[config.mk]
export PLATFORM = sky130hd
export DESIGN_NAME = mem_arbiter_flat
export DESIGN_NICKNAME = d
export VERILOG_FILES = /design/src/rtl/mem_arb_pkg.sv /design/src/rtl/mem_arb_if.sv /design/src/rtl/mem_arb_pick.sv /design/src/rtl/mem_arbiter.sv /design/src/flat_wrapper.sv
export SDC_FILE = /design/constraint.sdc
export NUM_CORES = 1
export LEC_CHECK = 0
export CAP_MARGIN = 40
export CORE_AREA = 5 5 200 202
export DETAILED_ROUTE_END_ITERATION = 16
export DIE_AREA = 0 0 205 207
export PLACE_DENSITY = 0.65
export SLEW_MARGIN = 0
export SYNTH_ARGS = -nofsm -noshare
export SYNTH_HDL_FRONTEND = slang
export SYNTH_HIERARCHICAL = 1
export SYNTH_SLANG_ARGS = --single-unit
[constraint.sdc]
create_clock -name clk -period 12.65 [get_ports clk]
set_input_delay 2.53 -clock clk [delete_from_list [all_inputs] [get_ports clk]]
set_output_delay 2.53 -clock clk [all_outputs]
set_load 0.01 [all_outputs]
[src/rtl/mem_arb_pkg.sv]
// Shared types and constants for the two-port memory arbiter.
// State enum, default widths, port indices, counter-width helper.
package mem_arb_pkg;

  localparam int ADDR_W_DEF = 64;
  localparam int DATA_W_DEF = 64;

  localparam logic PORT_IF = 1'b0;
  localparam logic PORT_DM = 1'b1;

  typedef enum logic [1:0] {
    IDLE,
    ISSUE,
    WAIT,
    DONE
  } arb_state_e;

  // Bits needed to hold 0..max, never less than one.
  function automatic int cnt_w(input int max);
    return (max < 1) ? 1 : $clog2(max + 1);
  endfunction

endpackage

[src/rtl/mem_arb_if.sv]
// Bus bundle between the fetch/data requesters, arbiter and memory.
// slave: arbiter side; master: requesters plus memory model.
interface mem_arb_if
  import mem_arb_pkg::*;
#(
  parameter int ADDR_W = ADDR_W_DEF,
  parameter int DATA_W = DATA_W_DEF
);

  logic              if_req;
  logic [ADDR_W-1:0] if_addr;
  logic [DATA_W-1:0] if_rdata;
  logic              if_ready;

  logic              dm_req;
  logic              dm_we;
  logic [ADDR_W-1:0] dm_addr;
  logic [DATA_W-1:0] dm_wdata;
  logic [DATA_W-1:0] dm_rdata;
  logic              dm_ready;

  logic              mem_en;
  logic              mem_we;
  logic [ADDR_W-1:0] mem_addr;
  logic [DATA_W-1:0] mem_wdata;
  logic [DATA_W-1:0] mem_rdata;

  logic              stall_if;
  logic              stall_mem;

  modport slave (
    input  if_req,
    input  if_addr,
    output if_rdata,
    output if_ready,
    input  dm_req,
    input  dm_we,
    input  dm_addr,
    input  dm_wdata,
    output dm_rdata,
    output dm_ready,
    output mem_en,
    output mem_we,
    output mem_addr,
    output mem_wdata,
    input  mem_rdata,
    output stall_if,
    output stall_mem
  );

  modport master (
    output if_req,
    output if_addr,
    input  if_rdata,
    input  if_ready,
    output dm_req,
    output dm_we,
    output dm_addr,
    output dm_wdata,
    input  dm_rdata,
    input  dm_ready,
    input  mem_en,
    input  mem_we,
    input  mem_addr,
    input  mem_wdata,
    output mem_rdata,
    input  stall_if,
    input  stall_mem
  );

endinterface

[src/rtl/mem_arb_pick.sv]
// Winner selection with fetch anti-starvation counter update.
// In: if_req_i, dm_req_i, starve_i. Out: grant_o, port_o, starve_o.
module mem_arb_pick
  import mem_arb_pkg::*;
#(
  parameter int STARVE_MAX = 4,
  parameter int SW         = cnt_w(STARVE_MAX)
) (
  input  logic          if_req_i,
  input  logic          dm_req_i,
  input  logic [SW-1:0] starve_i,
  output logic          grant_o,
  output logic          port_o,
  output logic [SW-1:0] starve_o
);

  localparam logic [SW-1:0] SMAX = SW'(STARVE_MAX);

  logic starved;
  logic dm_win;
  logic if_win;

  always_comb begin
    starved  = (starve_i == SMAX);
    dm_win   = dm_req_i & ~(if_req_i & starved);
    if_win   = if_req_i & ~dm_win;
    grant_o  = if_req_i | dm_req_i;
    port_o   = PORT_IF;
    starve_o = starve_i;
    unique case (1'b1)
      dm_win: begin
        port_o = PORT_DM;
        // only count data wins that actually made fetch wait
        if (if_req_i && !starved)
          starve_o = starve_i + 1'b1;
      end
      if_win: begin
        starve_o = '0;
      end
      default: ;
    endcase
  end

endmodule

[src/rtl/mem_arbiter.sv]
// Two-port (fetch/data) single-memory arbiter, IDLE/ISSUE/WAIT/DONE.
// Ports: clk, rst (async high), bus (mem_arb_if.slave).
module mem_arbiter
  import mem_arb_pkg::*;
#(
  parameter int ADDR_W     = ADDR_W_DEF,
  parameter int DATA_W     = DATA_W_DEF,
  parameter int LAT        = 2,
  parameter int STARVE_MAX = 4
) (
  input  logic     clk,
  input  logic     rst,
  mem_arb_if.slave bus
);

  localparam int SW = cnt_w(STARVE_MAX);
  localparam int WW = cnt_w(LAT);
  localparam logic [WW-1:0] WLAST = WW'(LAT - 1);

  arb_state_e state_q;

  logic              port_q;
  logic              we_q;
  logic [ADDR_W-1:0] addr_q;
  logic [DATA_W-1:0] wdata_q;

  logic              mem_en_q;
  logic              if_ready_q;
  logic              dm_ready_q;
  logic [DATA_W-1:0] if_rdata_q;
  logic [DATA_W-1:0] dm_rdata_q;

  logic [SW-1:0]     starve_q;
  logic [SW-1:0]     starve_d;
  logic [WW-1:0]     wait_q;

  logic              pick_grant;
  logic              pick_port;

  mem_arb_pick #(
    .STARVE_MAX (STARVE_MAX),
    .SW         (SW)
  ) u_pick (
    .if_req_i (bus.if_req),
    .dm_req_i (bus.dm_req),
    .starve_i (starve_q),
    .grant_o  (pick_grant),
    .port_o   (pick_port),
    .starve_o (starve_d)
  );

  always_ff @(posedge clk or posedge rst) begin
    if (rst) begin
      state_q    <= IDLE;
      port_q     <= PORT_IF;
      we_q       <= 1'b0;
      addr_q     <= '0;
      wdata_q    <= '0;
      mem_en_q   <= 1'b0;
      if_ready_q <= 1'b0;
      dm_ready_q <= 1'b0;
      if_rdata_q <= '0;
      dm_rdata_q <= '0;
      starve_q   <= '0;
      wait_q     <= '0;
    end else begin
      mem_en_q   <= 1'b0;
      if_ready_q <= 1'b0;
      dm_ready_q <= 1'b0;
      unique case (state_q)
        IDLE: begin
          if (pick_grant) begin
            port_q   <= pick_port;
            starve_q <= starve_d;
            if (pick_port == PORT_DM) begin
              we_q    <= bus.dm_we;
              addr_q  <= bus.dm_addr;
              wdata_q <= bus.dm_wdata;
            end else begin
              we_q    <= 1'b0;
              addr_q  <= bus.if_addr;
              wdata_q <= '0;
            end
            mem_en_q <= 1'b1;
            state_q  <= ISSUE;
          end
        end
        ISSUE: begin
          wait_q  <= '0;
          state_q <= WAIT;
        end
        WAIT: begin
          if (wait_q == WLAST) begin
            // memory data is valid on this edge only
            if (!we_q) begin
              if (port_q == PORT_DM)
                dm_rdata_q <= bus.mem_rdata;
              else
                if_rdata_q <= bus.mem_rdata;
            end
            if (port_q == PORT_DM)
              dm_ready_q <= 1'b1;
            else
              if_ready_q <= 1'b1;
            state_q <= DONE;
          end else begin
            wait_q <= wait_q + 1'b1;
          end
        end
        DONE: begin
          // no grant here: a held req waits for IDLE
          state_q <= IDLE;
        end
        default: state_q <= IDLE;
      endcase
    end
  end

  assign bus.mem_en    = mem_en_q;
  assign bus.mem_we    = we_q;
  assign bus.mem_addr  = addr_q;
  assign bus.mem_wdata = wdata_q;
  assign bus.if_rdata  = if_rdata_q;
  assign bus.if_ready  = if_ready_q;
  assign bus.dm_rdata  = dm_rdata_q;
  assign bus.dm_ready  = dm_ready_q;
  assign bus.stall_if  = bus.if_req & ~if_ready_q;
  assign bus.stall_mem = bus.dm_req & ~dm_ready_q;

  a_en_gap: assert property (
    @(posedge clk) disable iff (rst)
    mem_en_q |=> !mem_en_q
  );

  a_rdy_excl: assert property (
    @(posedge clk) disable iff (rst)
    !(if_ready_q && dm_ready_q)
  );

endmodule

[src/flat_wrapper.sv]
// flat-port wrapper written by rule: the top's interface ports become plain ports
module mem_arbiter_flat import mem_arb_pkg::*;
#(
  parameter int ADDR_W     = ADDR_W_DEF,
  parameter int DATA_W     = DATA_W_DEF,
  parameter int LAT        = 2,
  parameter int STARVE_MAX = 4
)
  (clk, rst, bus_if_req, bus_if_addr, bus_if_rdata, bus_if_ready, bus_dm_req, bus_dm_we, bus_dm_addr, bus_dm_wdata, bus_dm_rdata, bus_dm_ready, bus_mem_en, bus_mem_we, bus_mem_addr, bus_mem_wdata, bus_mem_rdata, bus_stall_if, bus_stall_mem);
  mem_arb_if #(.ADDR_W(ADDR_W), .DATA_W(DATA_W)) bus_i ();
  input  logic clk;
  input  logic rst;
  input wire logic [$bits(bus_i.if_req)-1:0] bus_if_req;
  input wire logic [$bits(bus_i.if_addr)-1:0] bus_if_addr;
  output wire logic [$bits(bus_i.if_rdata)-1:0] bus_if_rdata;
  output wire logic [$bits(bus_i.if_ready)-1:0] bus_if_ready;
  input wire logic [$bits(bus_i.dm_req)-1:0] bus_dm_req;
  input wire logic [$bits(bus_i.dm_we)-1:0] bus_dm_we;
  input wire logic [$bits(bus_i.dm_addr)-1:0] bus_dm_addr;
  input wire logic [$bits(bus_i.dm_wdata)-1:0] bus_dm_wdata;
  output wire logic [$bits(bus_i.dm_rdata)-1:0] bus_dm_rdata;
  output wire logic [$bits(bus_i.dm_ready)-1:0] bus_dm_ready;
  output wire logic [$bits(bus_i.mem_en)-1:0] bus_mem_en;
  output wire logic [$bits(bus_i.mem_we)-1:0] bus_mem_we;
  output wire logic [$bits(bus_i.mem_addr)-1:0] bus_mem_addr;
  output wire logic [$bits(bus_i.mem_wdata)-1:0] bus_mem_wdata;
  input wire logic [$bits(bus_i.mem_rdata)-1:0] bus_mem_rdata;
  output wire logic [$bits(bus_i.stall_if)-1:0] bus_stall_if;
  output wire logic [$bits(bus_i.stall_mem)-1:0] bus_stall_mem;
  assign bus_i.if_req = bus_if_req;
  assign bus_i.if_addr = bus_if_addr;
  assign bus_if_rdata = bus_i.if_rdata;
  assign bus_if_ready = bus_i.if_ready;
  assign bus_i.dm_req = bus_dm_req;
  assign bus_i.dm_we = bus_dm_we;
  assign bus_i.dm_addr = bus_dm_addr;
  assign bus_i.dm_wdata = bus_dm_wdata;
  assign bus_dm_rdata = bus_i.dm_rdata;
  assign bus_dm_ready = bus_i.dm_ready;
  assign bus_mem_en = bus_i.mem_en;
  assign bus_mem_we = bus_i.mem_we;
  assign bus_mem_addr = bus_i.mem_addr;
  assign bus_mem_wdata = bus_i.mem_wdata;
  assign bus_i.mem_rdata = bus_mem_rdata;
  assign bus_stall_if = bus_i.stall_if;
  assign bus_stall_mem = bus_i.stall_mem;
  mem_arbiter #(.ADDR_W(ADDR_W), .DATA_W(DATA_W), .LAT(LAT), .STARVE_MAX(STARVE_MAX)) u_core (.clk(clk), .rst(rst), .bus(bus_i));
endmodule
; After elaboration in Yosys (flattened, before gate mapping)
; Cells that the tools add are included.
[classes]
n_eq_ne = 9
muxes = 19
bitwise_logic = 12
add_sub_neg = 2
reduce_logical = 11
[ops]
columns = cell, n
row1 = 64-bit two-way mux, 2
row2 = 4-bit AND reduction, 3
row3 = 1-bit two-way mux, 10
row4 = 2-bit case mux with 4 select lines, 1
row5 = 2-bit two-way mux, 3
row6 = 2-bit by 1-bit inequality test with 1-bit output (second input constant), 3
row7 = 1-bit inverter, 6
row8 = 3-bit case mux with 2 select lines, 1
row9 = 2-bit AND reduction, 3
row10 = 1-bit AND, 5
row11 = 2-bit by 1-bit equality test with 1-bit output (second input constant), 2
row12 = 2-bit equality test (second input constant), 2
row13 = 2-bit case mux with 2 select lines, 1
row14 = 2-bit nonzero test, 2
row15 = 3-bit by 1-bit adder with 3-bit output (second input constant), 1
row16 = 3-bit equality test (second input constant), 1
row17 = 3-bit two-way mux, 1
row18 = 2-bit by 1-bit adder with 2-bit output (second input constant), 1
row19 = 2-bit zero test, 1
row20 = 2-bit inequality test (second input constant), 1
row21 = 1-bit logical AND, 1
row22 = 1-bit zero test, 1
row23 = 1-bit bitwise OR, 1
[totals]
out_inout_bits = 262
wordCells = 65
in_bits = 261
ff_bits = 268

; Logic depth before layout (Yosys ltp)
[depth]
word_depth = 8
depth_mapped = 8
mapped_depth_nobuf = 6

; Modules after synthesis
; Netlist, hierarchy kept.
[modules_own_cells]
columns = mod, instances, seq_area_each_um2, area_each_um2, cells_each
row1 = mem_arbiter, 1, 6706.4, 10695.3, 881
row2 = mem_arb_pick, 1, 0.0, 117.6, 17

; Least setup slack after synthesis
; OpenSTA, ideal clock, no wires.
[synth_timing]
kind = input to output
startpoint = input bus_if_req
endpoint = output bus_stall_if
n_path_buf = 0
required_ns = 10.120
arrival_time_ns = 2.727
slack_ns = 7.393
path_stages = 1
path_cell_list = nor2b_1
[synth_between]
elab_chain_len = 1
[synth_rtl]
columns = item, line
row1 = start: declaration, flat_wrapper.sv:13  ; input wire logic [$bits(bus_i.if_req)-1:0] bus_if_req;
row2 = 1-bit AND, mem_arbiter.sv:127  ; assign bus.stall_if = bus.if_req & ~if_ready_q;
row3 = end: declaration, flat_wrapper.sv:28  ; output wire logic [$bits(bus_i.stall_if)-1:0] bus_stall_if;
; No other way between the ends.

; Final worst setup path
; Ends and elaborated chain as after synthesis.

==> results.md <==
- Effective utilization at floorplan: 0.2838
- Type of origin of the critical path: input pin
- Filler cells: 3,591
- Root buffer selected by CTS: sky130_fd_sc_hd__clkbuf_16
- Mux share of post-synthesis cell area: 0.1936
- Initial antenna violation count: 3
- CTS H-tree lvls: 1
- IO buf count: 522
- Global route hottest layer: met2
- Die width: 205 um
- DR pass1 iterations: 4
- Syn Std Cell Area: 10,810 um^2
- Crit path buf inv count: 2
- Series of cell instances along the critical path: clkdlybuf4s50_1 > nor2b_1 > clkdlybuf4s50_1
- Post-synthesis async set-or-reset flop share: 1.000
- Post-route clock period utilization: 0.5227
- Vias/cell: 4.424
- Core region area: 38,110 um^2
- Post-placement worst setup slack: 6.037 ns
- Post-DR wirelength/cell: 18.10 um
- Path category of the worst min-delay check: reg2reg
- Number of flops mapped to enable cells by yosys: 0
- Routing usage on met1: 0.1820
- Synthesis-to-finish area growth: 62.62%
- Vias after detailed routing: 8,622
- HPWL after detailed placement: 26.74 mm
- Pin slew with the least headroom to its limit: 0.9257 ns
- Synth Area in Compound Gates: 0.03633
- CP endpoint kind: primary output
- CTS clock-pin slew for the worst setup and hold paths: 0.06 ns
- Final global-route overflow total: 0
- Post-synth top area cell: sky130_fd_sc_hd__dfrtp_1
- Largest buffer count on any clock path: 3
- Routed Wire Length: 35.28 mm
- Total CTS buffers: 30
- FF+latch count, synth: 268
- Count of hold buffers inserted by post-cts repair: 0
- Pin count of the biggest net entering global routing: 131
- Adder and majority gate portion of the synthesized area: 0.008100
- Xor and xnor fraction of the mapped netlist area: 0.0008100
- Final setup violation count: 0
- Met3 capacity usage during global routing: 0.06694
- Die Area: 42,440 um^2
- Worst rel slew slack: 0.3828
- Crit path time final: 6.612 ns
- Power Dens Cells: 237.1 nW/um^2
- Main combinational cell family by area after synthesis: multiplexers
- Detailed-route DRC error count: 0
- Share of final-layout standard cells stronger than drive strength 1: 0.1274
- Maximum fanout encountered on the critical timing path: 9
- Unrepaired setup endpoints after global routing: no
- # clock sinks: 268
- Final net count: 1,676
- Data required time at the worst endpoint: 10.12 ns
- Sequential element share of the synthesized area: 0.6202
- TritonCTS clock tree: done
- Arrival time worst endpoint: 4.08 ns
- Mapped Nets: 1,166
- Global-route wire length before repair: 54.50 mm
- Number of maximum-capacitance violations: 0
- Final weighted congestion in routability-driven placement: 0.7895
- Leakage power summed over all cells: 7.788 nW
- Worst-case setup margin in the final layout: 6.038 ns
- Clock latency on the worst-skew pair: 0.56 ns
- Cell variety after synth: 31
- Met2 Resource Use GR: 0.2789
- Yosys warning count: 6
- Total of cells resized after clock tree synthesis: 0
- Total routing usage reported by global routing: 0.1600
- Main flop type after synthesis: sky130_fd_sc_hd__dfrtp_1
- Critical path class: in2out
- Crit-path slowest cell: sky130_fd_sc_hd__clkdlybuf4s50_1
- Antenna Nets Post-Route: 0
- Cells after synthesis: 898
- Fraction of synthesized cell area taken by the top area cell type: 0.6202
- Mean instance size in the synthesized netlist: 12.04 um^2
- Cell seen most often among critical-path stages: sky130_fd_sc_hd__clkdlybuf4s50_1
- Slew Limit Fails: 0
- Cells taking the most area after synthesis: sky130_fd_sc_hd__dfrtp_1 (62%), sky130_fd_sc_hd__mux2_2 (12%), sky130_fd_sc_hd__nand2_1 (7.3%), sky130_fd_sc_hd__mux2i_1 (5.9%), sky130_fd_sc_hd__nand3_1 (3.0%)
- Cell type group with the largest total delay on the critical path: buffers and inverters
- Basic-gate share of the synthesized area counting and, or, nand and nor cells: 0.1126
- Floorplan row count: 72
- Sum of negative setup slack: 0 ns
- Highest cell delay on the worst timing path: 0.70 ns
- Number of hold-slack violations in the final timing report: 0
- Number of global-route vias before repair: 9,193
- Achievable Freq: 151.2 MHz
- Count of buffers added by post-CTS timing repair for setup: 0
- Initial drt markers: 365
- Vertical die dimension: 207 um
- Worst vdd rail ir drop: 0.1147 mV
- Fin Clk Skew: 0.02006 ns
- Outcome: completed
- Top Ports: 523
-- cells in the mapped netlist, types with 6 or more instances --
cell type,instances
sky130_fd_sc_hd__dfrtp_1,268
sky130_fd_sc_hd__nand2_1,210
sky130_fd_sc_hd__mux2_2,116
sky130_fd_sc_hd__nand3_1,65
sky130_fd_sc_hd__o21ai_0,65
sky130_fd_sc_hd__mux2i_1,64
sky130_fd_sc_hd__clkbuf_1,36
sky130_fd_sc_hd__buf_2,14
sky130_fd_sc_hd__mux2_1,13
sky130_fd_sc_hd__inv_1,8
sky130_fd_sc_hd__ha_1,7
sky130_fd_sc_hd__buf_6,6
-- layout by cell type, fill, tap and decap left out, drive strengths merged, types with 2 or more instances in the layout --
cell type,Yosys,final
dfrtp,268,268
mux2i,64,64
diode,0,2
nand3,65,65
o21ai,66,66
nand2b,5,5
clkinvlp,0,2
clkdlybuf4s50,0,522
mux2,129,129
nor2b,3,3
nand2,210,210
clkinv,0,7
ha,7,7
nor2,2,2
inv,9,10
clkbuf,36,42
buf,20,12
-- area by class of cell --
cell class | instances | area (um^2) | area share
Sequential cell | 268 | 6706 | 0.3814
Tap cell | 518 | 648.1 | 0.03686
Antenna cell | 2 | 5.005 | 0.0002846
Multi-Input combinational cell | 565 | 3825 | 0.2175
Clock buffer | 42 | 845.8 | 0.04810
Inverter | 9 | 41.29 | 0.002348
Clock inverter | 11 | 100.1 | 0.005692
Timing Repair Buffer | 534 | 5413 | 0.3078
-- metal layers --
layer,vias up,share of wire
met5,-,0.00037
met4,2,0.019
met3,51,0.12
met2,375,0.49
met1,4126,0.37
li1,4068,-
-- worst paths after layout --
path | start | endpoint | slack (ns) | cells after the start
worst max-delay path | bus_if_req | bus_stall_if | 6.04 | 3
worst min-delay path | u_core/bus.mem_wdata[26] | u_core/bus.mem_wdata[26] | 0.46 | 2
worst max register to register | u_core/state_q[0] | u_core/bus.if_rdata[3] | 10.01 | 6
worst min register to register | u_core/bus.mem_wdata[26] | u_core/bus.mem_wdata[26] | 0.46 | 2
max in group asynchronous | rst | u_core/bus.mem_addr[4] | 9.22 | 4
min in group asynchronous | rst | u_core/bus.mem_addr[63] | 2.39 | 2
-- worst min-delay path: stages (launching register included) --
cell and delay (ns):
sky130_fd_sc_hd__dfrtp_1 0.34, sky130_fd_sc_hd__nand2_1 0.05, sky130_fd_sc_hd__nand2_1 0.05
-- stage by stage --
stage | hold WS [ns] | power (mW) | cell area [um^2] | utilization | std cells
2_1_floorplan | 0.4720 | 2.232 | 10810 | - | 898
3_3_place_gp | 0.4500 | 3.322 | 16510 | 0.4333 | 1889
3_5_place_dp | 0.4546 | 3.382 | 16630 | 0.4365 | 1894
4_1_cts | 0.4681 | 4.239 | 17580 | 0.4613 | 1947
5_1_grt | 0.4831 | 4.439 | 17580 | 0.4615 | 1949
6_report | 0.4640 | 4.169 | 17580 | 0.4615 | 1949
-- sequential cells by signal, indices dropped and copies added, names as in the netlist --
name / cells
u_core/bus.dm_rdata: 64
u_core/bus.dm_ready: 1
u_core/bus.if_rdata: 64
u_core/bus.if_ready: 1
u_core/bus.mem_addr: 64
u_core/bus.mem_en: 1
u_core/bus.mem_wdata: 64
u_core/bus.mem_we: 1
u_core/port_q: 1
u_core/starve_q: 3
u_core/state_q: 2
u_core/wait_q: 2
-- cell families after synthesis --
kind of cell	after synthesis
adders and majority gates	7
buffers and inverters	65
AOI/OAI and AO/OA	74
xor gates and xnor gates	1
and+or+nand+nor	290
DFF	268
muxes	193
-- report_power, final --
group	internal, mW	leakage (nW)	switching [mW]
logic	1.04	4.01	0.809
clock network	0.485	0.463	0.349
registers	1.27	3.31	0.215
(Power assumes the default switching activity.)
